--- src/rtl/uart_byte_tx_if.sv ---
// Byte handshake between the cracker controller (master) and the UART transmit stage (slave).
interface uart_byte_tx_if;
    logic       shift_out;
    logic [0:7] out_byte;
    logic       tx_serial;
    logic       tx_done;
    logic       tx_busy;

    modport master (
        output shift_out,
        output out_byte,
        input  tx_serial,
        input  tx_done,
        input  tx_busy
    );

    modport slave (
        input  shift_out,
        input  out_byte,
        output tx_serial,
        output tx_done,
        output tx_busy
    );
endinterface

--- src/rtl/uart_byte_tx.sv ---
// 8N1 UART transmitter: one byte per handshake, LSB first, with a one-cycle tx_done pulse
// and a GAP cycle that swallows the controller's post-done bookkeeping cycle.
module uart_byte_tx #(
    parameter int unsigned CLKS_PER_BIT = 434
) (
    input logic         clk,
    input logic         n_rst,
    uart_byte_tx_if.slave bus
);
    localparam int unsigned BW = (CLKS_PER_BIT > 1) ? $clog2(CLKS_PER_BIT) : 1;
    localparam logic [BW-1:0] BAUD_LAST = BW'(CLKS_PER_BIT - 1);

    typedef enum logic [2:0] {
        IDLE,
        START,
        DATA,
        STOP,
        DONE,
        GAP
    } state_t;

    state_t        state, state_d;
    logic [BW-1:0] baud_cnt, baud_d;
    logic [2:0]    bit_cnt, bit_d;
    logic [0:7]    shift_reg, shift_d;
    logic          serial_q, serial_d;
    logic          done_q, done_d;
    logic          busy_q, busy_d;
    logic          baud_end;

    assign baud_end = (baud_cnt == BAUD_LAST);

    always_comb begin
        state_d = state;
        baud_d  = baud_cnt;
        bit_d   = bit_cnt;
        shift_d = shift_reg;

        case (state)
            IDLE: begin
                if (bus.shift_out) begin
                    shift_d = bus.out_byte;
                    baud_d  = '0;
                    state_d = START;
                end
            end
            START: begin
                if (baud_end) begin
                    baud_d  = '0;
                    bit_d   = '0;
                    state_d = DATA;
                end else begin
                    baud_d = baud_cnt + 1'b1;
                end
            end
            DATA: begin
                if (baud_end) begin
                    baud_d  = '0;
                    shift_d = {1'b0, shift_reg[0:6]};
                    bit_d   = bit_cnt + 3'd1;
                    if (bit_cnt == 3'd7) begin
                        state_d = STOP;
                    end
                end else begin
                    baud_d = baud_cnt + 1'b1;
                end
            end
            STOP: begin
                if (baud_end) begin
                    baud_d  = '0;
                    state_d = DONE;
                end else begin
                    baud_d = baud_cnt + 1'b1;
                end
            end
            DONE:    state_d = GAP;
            GAP:     state_d = IDLE;
            default: state_d = IDLE;
        endcase

        // Outputs are decoded from the next state so the flops line up with the state they describe.
        serial_d = 1'b1;
        done_d   = 1'b0;
        busy_d   = (state_d != IDLE);
        case (state_d)
            START:   serial_d = 1'b0;
            DATA:    serial_d = shift_d[7];
            DONE:    done_d   = 1'b1;
            default: ;
        endcase
    end

    always_ff @(posedge clk or negedge n_rst) begin
        if (!n_rst) begin
            state     <= IDLE;
            baud_cnt  <= '0;
            bit_cnt   <= '0;
            shift_reg <= '0;
            serial_q  <= 1'b1;
            done_q    <= 1'b0;
            busy_q    <= 1'b0;
        end else begin
            state     <= state_d;
            baud_cnt  <= baud_d;
            bit_cnt   <= bit_d;
            shift_reg <= shift_d;
            serial_q  <= serial_d;
            done_q    <= done_d;
            busy_q    <= busy_d;
        end
    end

    assign bus.tx_serial = serial_q;
    assign bus.tx_done   = done_q;
    assign bus.tx_busy   = busy_q;
endmodule

--- src/flat_wrapper.sv ---
// flat-port wrapper written by rule: the top's interface ports become plain ports
module uart_byte_tx_flat 
#(
    parameter int unsigned CLKS_PER_BIT = 434
)
  (clk, n_rst, bus_shift_out, bus_out_byte, bus_tx_serial, bus_tx_done, bus_tx_busy);
  uart_byte_tx_if bus_i ();
  input logic clk;
  input logic n_rst;
  input wire logic [$bits(bus_i.shift_out)-1:0] bus_shift_out;
  input wire logic [$bits(bus_i.out_byte)-1:0] bus_out_byte;
  output wire logic [$bits(bus_i.tx_serial)-1:0] bus_tx_serial;
  output wire logic [$bits(bus_i.tx_done)-1:0] bus_tx_done;
  output wire logic [$bits(bus_i.tx_busy)-1:0] bus_tx_busy;
  assign bus_i.shift_out = bus_shift_out;
  assign bus_i.out_byte = bus_out_byte;
  assign bus_tx_serial = bus_i.tx_serial;
  assign bus_tx_done = bus_i.tx_done;
  assign bus_tx_busy = bus_i.tx_busy;
  uart_byte_tx #(.CLKS_PER_BIT(CLKS_PER_BIT)) u_core (.clk(clk), .n_rst(n_rst), .bus(bus_i));
endmodule
--- config.mk ---
export PLATFORM = sky130hd
export DESIGN_NAME = uart_byte_tx_flat
export DESIGN_NICKNAME = d
export VERILOG_FILES = /design/src/rtl/uart_byte_tx_if.sv /design/src/rtl/uart_byte_tx.sv /design/src/flat_wrapper.sv
export SDC_FILE = /design/constraint.sdc
export NUM_CORES = 1
export LEC_CHECK = 0
export CAP_MARGIN = 25
export CORE_ASPECT_RATIO = 1.5
export CORE_MARGIN = 4
export CORE_UTILIZATION = 51
export CTS_CLUSTER_SIZE = 24
export DETAILED_ROUTE_END_ITERATION = 16
export PLACE_DENSITY = 0.73
export SLEW_MARGIN = 20
export SYNTH_ARGS = -nofsm -noshare
export SYNTH_HDL_FRONTEND = slang
export SYNTH_SLANG_ARGS = --single-unit
--- constraint.sdc ---
create_clock -name clk -period 2.37 [get_ports clk]
set_input_delay 0.474 -clock clk [delete_from_list [all_inputs] [get_ports clk]]
set_output_delay 0.474 -clock clk [all_outputs]
set_load 0.02 [all_outputs]
==> results of run 1 <==
==> through the flow <==
| step | instances | power (uW) | instance area [um2] | utilization, % |
|---|---|---|---|---|
| floorplan | 134 | 469 | 1330 | - |
| global placement | 170 | 497 | 1480 | 59.9 |
| detailed placement | 170 | 499 | 1480 | 59.9 |
| CTS | 174 | 723 | 1520 | 61.4 |
| global route | 174 | 743 | 1520 | 61.4 |
| finish | 174 | 709 | 1520 | 61.4 |
==> cells by family (layout without fill, tap and decap cells) <==
family	count (synthesis)	after routing	synth area share (%)
and+or+nand+nor	60	60	25.1
adders and majority gates	4	4	3.77
buffers and inverters	9	25	3.39
xor gates and xnor gates	7	7	4.62
AOI/OAI and AO/OA	26	26	12.4
muxes	2	2	1.60
DFF	26	26	49.1
==> final timing paths <==
path / start / to / slack (ps) / cells past startpoint
max: u_core.baud_cnt[1] / u_core.baud_cnt[8] / 350 / 7
min: n_rst / u_core.baud_cnt[2] / 500 / 2
max reg2reg: u_core.baud_cnt[1] / u_core.baud_cnt[8] / 350 / 7
min reg2reg: u_core.shift_reg[5] / u_core.shift_reg[5] / 500 / 2
max in group asynchronous: n_rst / u_core.bus.tx_serial / 1570 / 2
min in group clk: u_core.shift_reg[5] / u_core.shift_reg[5] / 500 / 2
==> placed cells by master, fill, tap and decap left out, drive strengths merged, types with 2 or more instances in the layout <==
master	netlist	layout
nor3	3	3
xor2	5	5
nand3	3	3
a21oi	4	4
dfrtp	25	25
xnor2	2	2
nand4	3	3
ha	4	4
clkbuf	0	4
and3	2	2
o21ai	10	10
a22oi	8	8
clkdlybuf4s50	0	13
nand2b	4	4
nor4b	3	3
inv	5	5
nand2	22	22
nor2	12	12
buf	4	3
==> worst max-delay path, stage by stage (launching register included) <==
cell and delay (ps):
dfrtp_1 440, inv_1 80, ha_1 160, nand4b_1 200, nor2_1 330, o21ai_0 150
a21oi_1 430, nor2_1 110
==> layer usage <==
layer / part of all wire, % / up-vias / track usage [%]
li1: - / 506 / -
met1: 38 / 505 / 17.7
met2: 55 / 24 / 30.5
met3: 4.7 / 7 / 3.62
met4: 1.5 / 0 / 4.92
met5: 0 / - / 0
==> power by group through the flow <==
stage               combinational (uW)  sequential, uW  clock, uW
floorplan                         7.02             462          0
global placement                  34.8             463          0
detailed placement                35.8             463          0
CTS                               36.1             455        232
global route                      39.3             455        248
finish                            34.9             455        220
==> cell type report <==
type,count,area share (%)
Sequential cell,26,42.9
Clock buffer,4,2.39
Multi-Input combinational cell,99,41.5
Tap cell,24,1.98
Timing Repair Buffer,16,10.0
Inverter,5,1.23
==> metrics.cfg, run 1 <==
[run_status]
outcome=finished clean

[pwr]
leakagePower_uw=0.000647
power.density_nw_per_um2=467
clockPowerShare_pct=31.0
swShare_pct=20.4
p_switching_uw=145
p_seq_share_pct=64.1
irDropWorstVdd_v=0.000353
combPwrFrac_pct=4.9
p_int_uw=564

[routing]
wl_mm=2.59
wl_per_cell_um=14.9
dr_total_vias=1042
dr.pass1.iters=4
post-route-drc-count=0
antenna_left=0
drtIter0Drc=31
viasPerCell=5.99

[clock_tree]
cts_resized=0
cts_tree=done
cts.path.max_buffers=2
worst_skew_pair.late_latency_ps=320
cts_buffers=3
cts.sinks=26
htreeDepth=1
clkTransAtPathRegs_ps=140
ctsHoldBuffers=0
ctsRootBufferMaster=clkbuf_4
cts_setup_buffers=0

[logic_synthesis]
ys.flop_type=dfrtp_1
yosys_warnings=0
synth_commonest_cells=25 x dfrtp_1, 22 x nand2_1, 12 x nor2_1
syn_inst=134
synth_edf_count=0
synth_fp_nets=149
ys_seq_area_share_pct=49.1
synthArstFlopShare_pct=100
synth.distinct_cells=35
yosys.area.top_type=dfrtp_1
synth_most_common_cell=dfrtp_1
synth_top_area_share_pct=47.1
syn_area_um2=1330
syn_avg_cell_area_um2=9.91
synth_area_leaders=dfrtp_1 47%, nand2_1 6.2%, a22oi_1 4.5%
ys_seq_elements=26

[timing]
hold_violations=0
slew_viol_final=0
rsz0062_at_grt=no
min_period_ps=2020
fin_setup_tns_ps=0
tightest_slew_ps=507
setup_viol=0
setup_slack_ps=349
finalClockSkew_ps=9.29
max_freq_ghz=0.495
min_period_over_period_pct=85.3
timing.hold.ws_ps=501
slew_headroom_pct=65.9

[placed_design]
dpl.hpwl_mm=2.00
numPortBuffers=13
dpl_worst_slack_ps=125
gp_congestion=0.813

[global_routing]
grt_pass1_wl_mm=4.60
grt_max_degree=27
antenna_found_initial=0
grt-ovfl-total=0
grt_usage_pct=16.3
grt_pass1_vias=1085

[setup_path]
worstSetupPathType=flip-flop to flip-flop
crit_path_end_kind=flip-flop
crit_path_max_fanout=6
crit_path_start_kind=flip-flop
cp.arrival_ps=2220
cp.required_ps=2560

[finish]
drive_above_1_share_pct=10.0
seq_area_um2=652
multiInputGateArea_um2=631
num-fill-cells=229
syn_to_final_growth_pct=14.5
largest_reg_flops=9
antennaDiodeCount=0
fin_nets=166

[flow_run]
max_cap_viol_count=0

[min_path]
min_path_type=primary input to asynchronous set/reset pin

[floorplan]
core_area_um2=2480
dieArea_um2=3500
die_width_um=49.7
die_height_um=70.5
pin_count=14
rows=22
initial_core_util_pct=53.6

No activity file was read; power rests on OpenSTA's default activity.
==> run 2: changes to the inputs <==
--- a/config.mk
+++ b/config.mk
@@ -8,10 +8,9 @@
 export CAP_MARGIN = 25
 export CORE_ASPECT_RATIO = 1.5
 export CORE_MARGIN = 4
-export CORE_UTILIZATION = 51
+export CORE_UTILIZATION = 35
 export CTS_CLUSTER_SIZE = 24
 export DETAILED_ROUTE_END_ITERATION = 16
-export PLACE_DENSITY = 0.73
 export SLEW_MARGIN = 20
 export SYNTH_ARGS = -nofsm -noshare
 export SYNTH_HDL_FRONTEND = slang
==> metrics.cfg, run 2 (synthesis gave the netlist of run 1 again) <==
[min_path]
min_path_type=flip-flop to flip-flop

[setup_path]
worstSetupPathType=flip-flop to flip-flop
crit_path_start_kind=flip-flop
cp.required_ps=2500
cp.arrival_ps=2220
crit_path_max_fanout=6
crit_path_end_kind=flip-flop
cp_cell_sequence=inv_1 > ha_1 > nand4b_1 > nor2_1 > o21ai_0 > a21oi_1 > nor2_1
critPathSlowestCell=a21oi_1
max_stage_delay_ps=440
cp_common_cell=nor2_1

[finish]
fin_nets=166
antennaDiodeCount=0
largest_reg_flops=9
final_cell_mix=25 x dfrtp_1, 22 x nand2_1, 13 x clkdlybuf4s50_1
utilization_pct=42.4
final_common_cell=dfrtp_1
syn_to_final_growth_pct=17.7
drive_above_1_share_pct=10.0

[floorplan]
dieArea_um2=4860
pin_count=14
core_area_um2=3680
initial_core_util_pct=36.1
die_width_um=58.3
die_height_um=83.4
rows=27

[timing]
fin_setup_tns_ps=0
finalClockSkew_ps=6.77
hold_violations=0
min_period_over_period_pct=87.9
min_period_ps=2080
slew_viol_final=0
rsz0062_at_grt=no
max_freq_ghz=0.480
setup_viol=0
tightest_slew_ps=506
slew_headroom_pct=66.0

[clock_tree]
cts_buffers=3
cts_setup_buffers=0
cts.sinks=26
ctsHoldBuffers=0
clkTransAtPathRegs_ps=90
ctsRootBufferMaster=clkbuf_8
cts_resized=0
cts.path.max_buffers=2
htreeDepth=1
cts_tree=done
worst_skew_pair.late_latency_ps=270

[routing]
wl_mm=2.71
drtIter0Drc=50
wl_met1_mm=1.15
dr_total_vias=1043
post-route-drc-count=0
antenna_left=0
dr.pass1.iters=4
wl_met2_mm=1.43
dr_wl_met3_um=111
wl_per_cell_um=14.0
viasPerCell=5.40
top_layer_used=met4

[global_routing]
antenna_found_initial=0
grt_pass1_wl_mm=4.75
grt_pass1_vias=1092
grt-ovfl-total=0
grt_max_degree=27
grt_usage_pct=12.1

[pwr]
irDropWorstVdd_v=0.000235
combPwrFrac_pct=4.5
p_int_uw=618
p_switching_uw=152
leakagePower_uw=0.000655
swShare_pct=19.7
p_seq_share_pct=58.9
power.density_nw_per_um2=493
clockPowerShare_pct=36.5

[placed_design]
gp_congestion=0.838
numPortBuffers=13
dpl.hpwl_mm=2.00

[flow_run]
max_cap_viol_count=0

[run_status]
outcome=finished clean

run 2: cell count changes in the layout (fill, tap and decap cells not counted):
cell	delta
clkbuf_8	+3
clkbuf_4	-3
run 2: cell type report:
class,count,area (um2)
fillers,355,2120
flip-flops and latches,26,652
multi-input cells,99,631
repair buffers,16,153
clock buffers,4,55.1
well taps,43,53.8
inverters,5,18.8
run 2: worst paths after layout:
| check | startpoint | end | slack, ps | cells past startpoint |
|---|---|---|---|---|
| max | u_core.baud_cnt[1] | u_core.baud_cnt[2] | 290 | 7 |
| min | u_core.shift_reg[3] | u_core.shift_reg[3] | 480 | 2 |
| max reg2reg | u_core.baud_cnt[1] | u_core.baud_cnt[2] | 290 | 7 |
| min reg2reg | u_core.shift_reg[3] | u_core.shift_reg[3] | 480 | 2 |
| max in group asynchronous | n_rst | u_core.bus.tx_serial | 1510 | 2 |
| min in group asynchronous | n_rst | u_core.shift_reg[4] | 570 | 2 |
run 2: metal layers:
metal	track usage, %	vias to the layer above
met3	2.49	2
li1	-	507
met1	13.9	513
met5	0	-
met4	5.06	0
met2	20.9	21
run 2: worst max-delay path: cells and delay by family, from the launching register on:
kind,cells,cell delay (ps)
fa+ha+maj,1,190
flops,1,420
buf+inv,1,90
simple gates,3,660
compound gates,2,600
run 2: through the flow:
step / setup slack [ps] / hold slack (ps) / power [uW] / instances / instance area (um2)
after CTS: 266 / 486 / 783 / 193 / 1560
after global routing: 28.5 / 505 / 807 / 193 / 1560
after detailed placement: 137 / 465 / 499 / 189 / 1510
final: 286 / 478 / 770 / 193 / 1560
after global placement: 185 / 463 / 498 / 189 / 1510
after floorplan: 521 / 178 / 469 / 134 / 1330
run 2: power groups by stage:
stage / combinational [uW] / sequential, uW / clock, uW
after floorplan: 7.02 / 462 / 0
after global placement: 35.3 / 463 / 0
after detailed placement: 35.8 / 463 / 0
after CTS: 36.1 / 454 / 293
after global routing: 39.7 / 455 / 312
final: 34.9 / 454 / 281
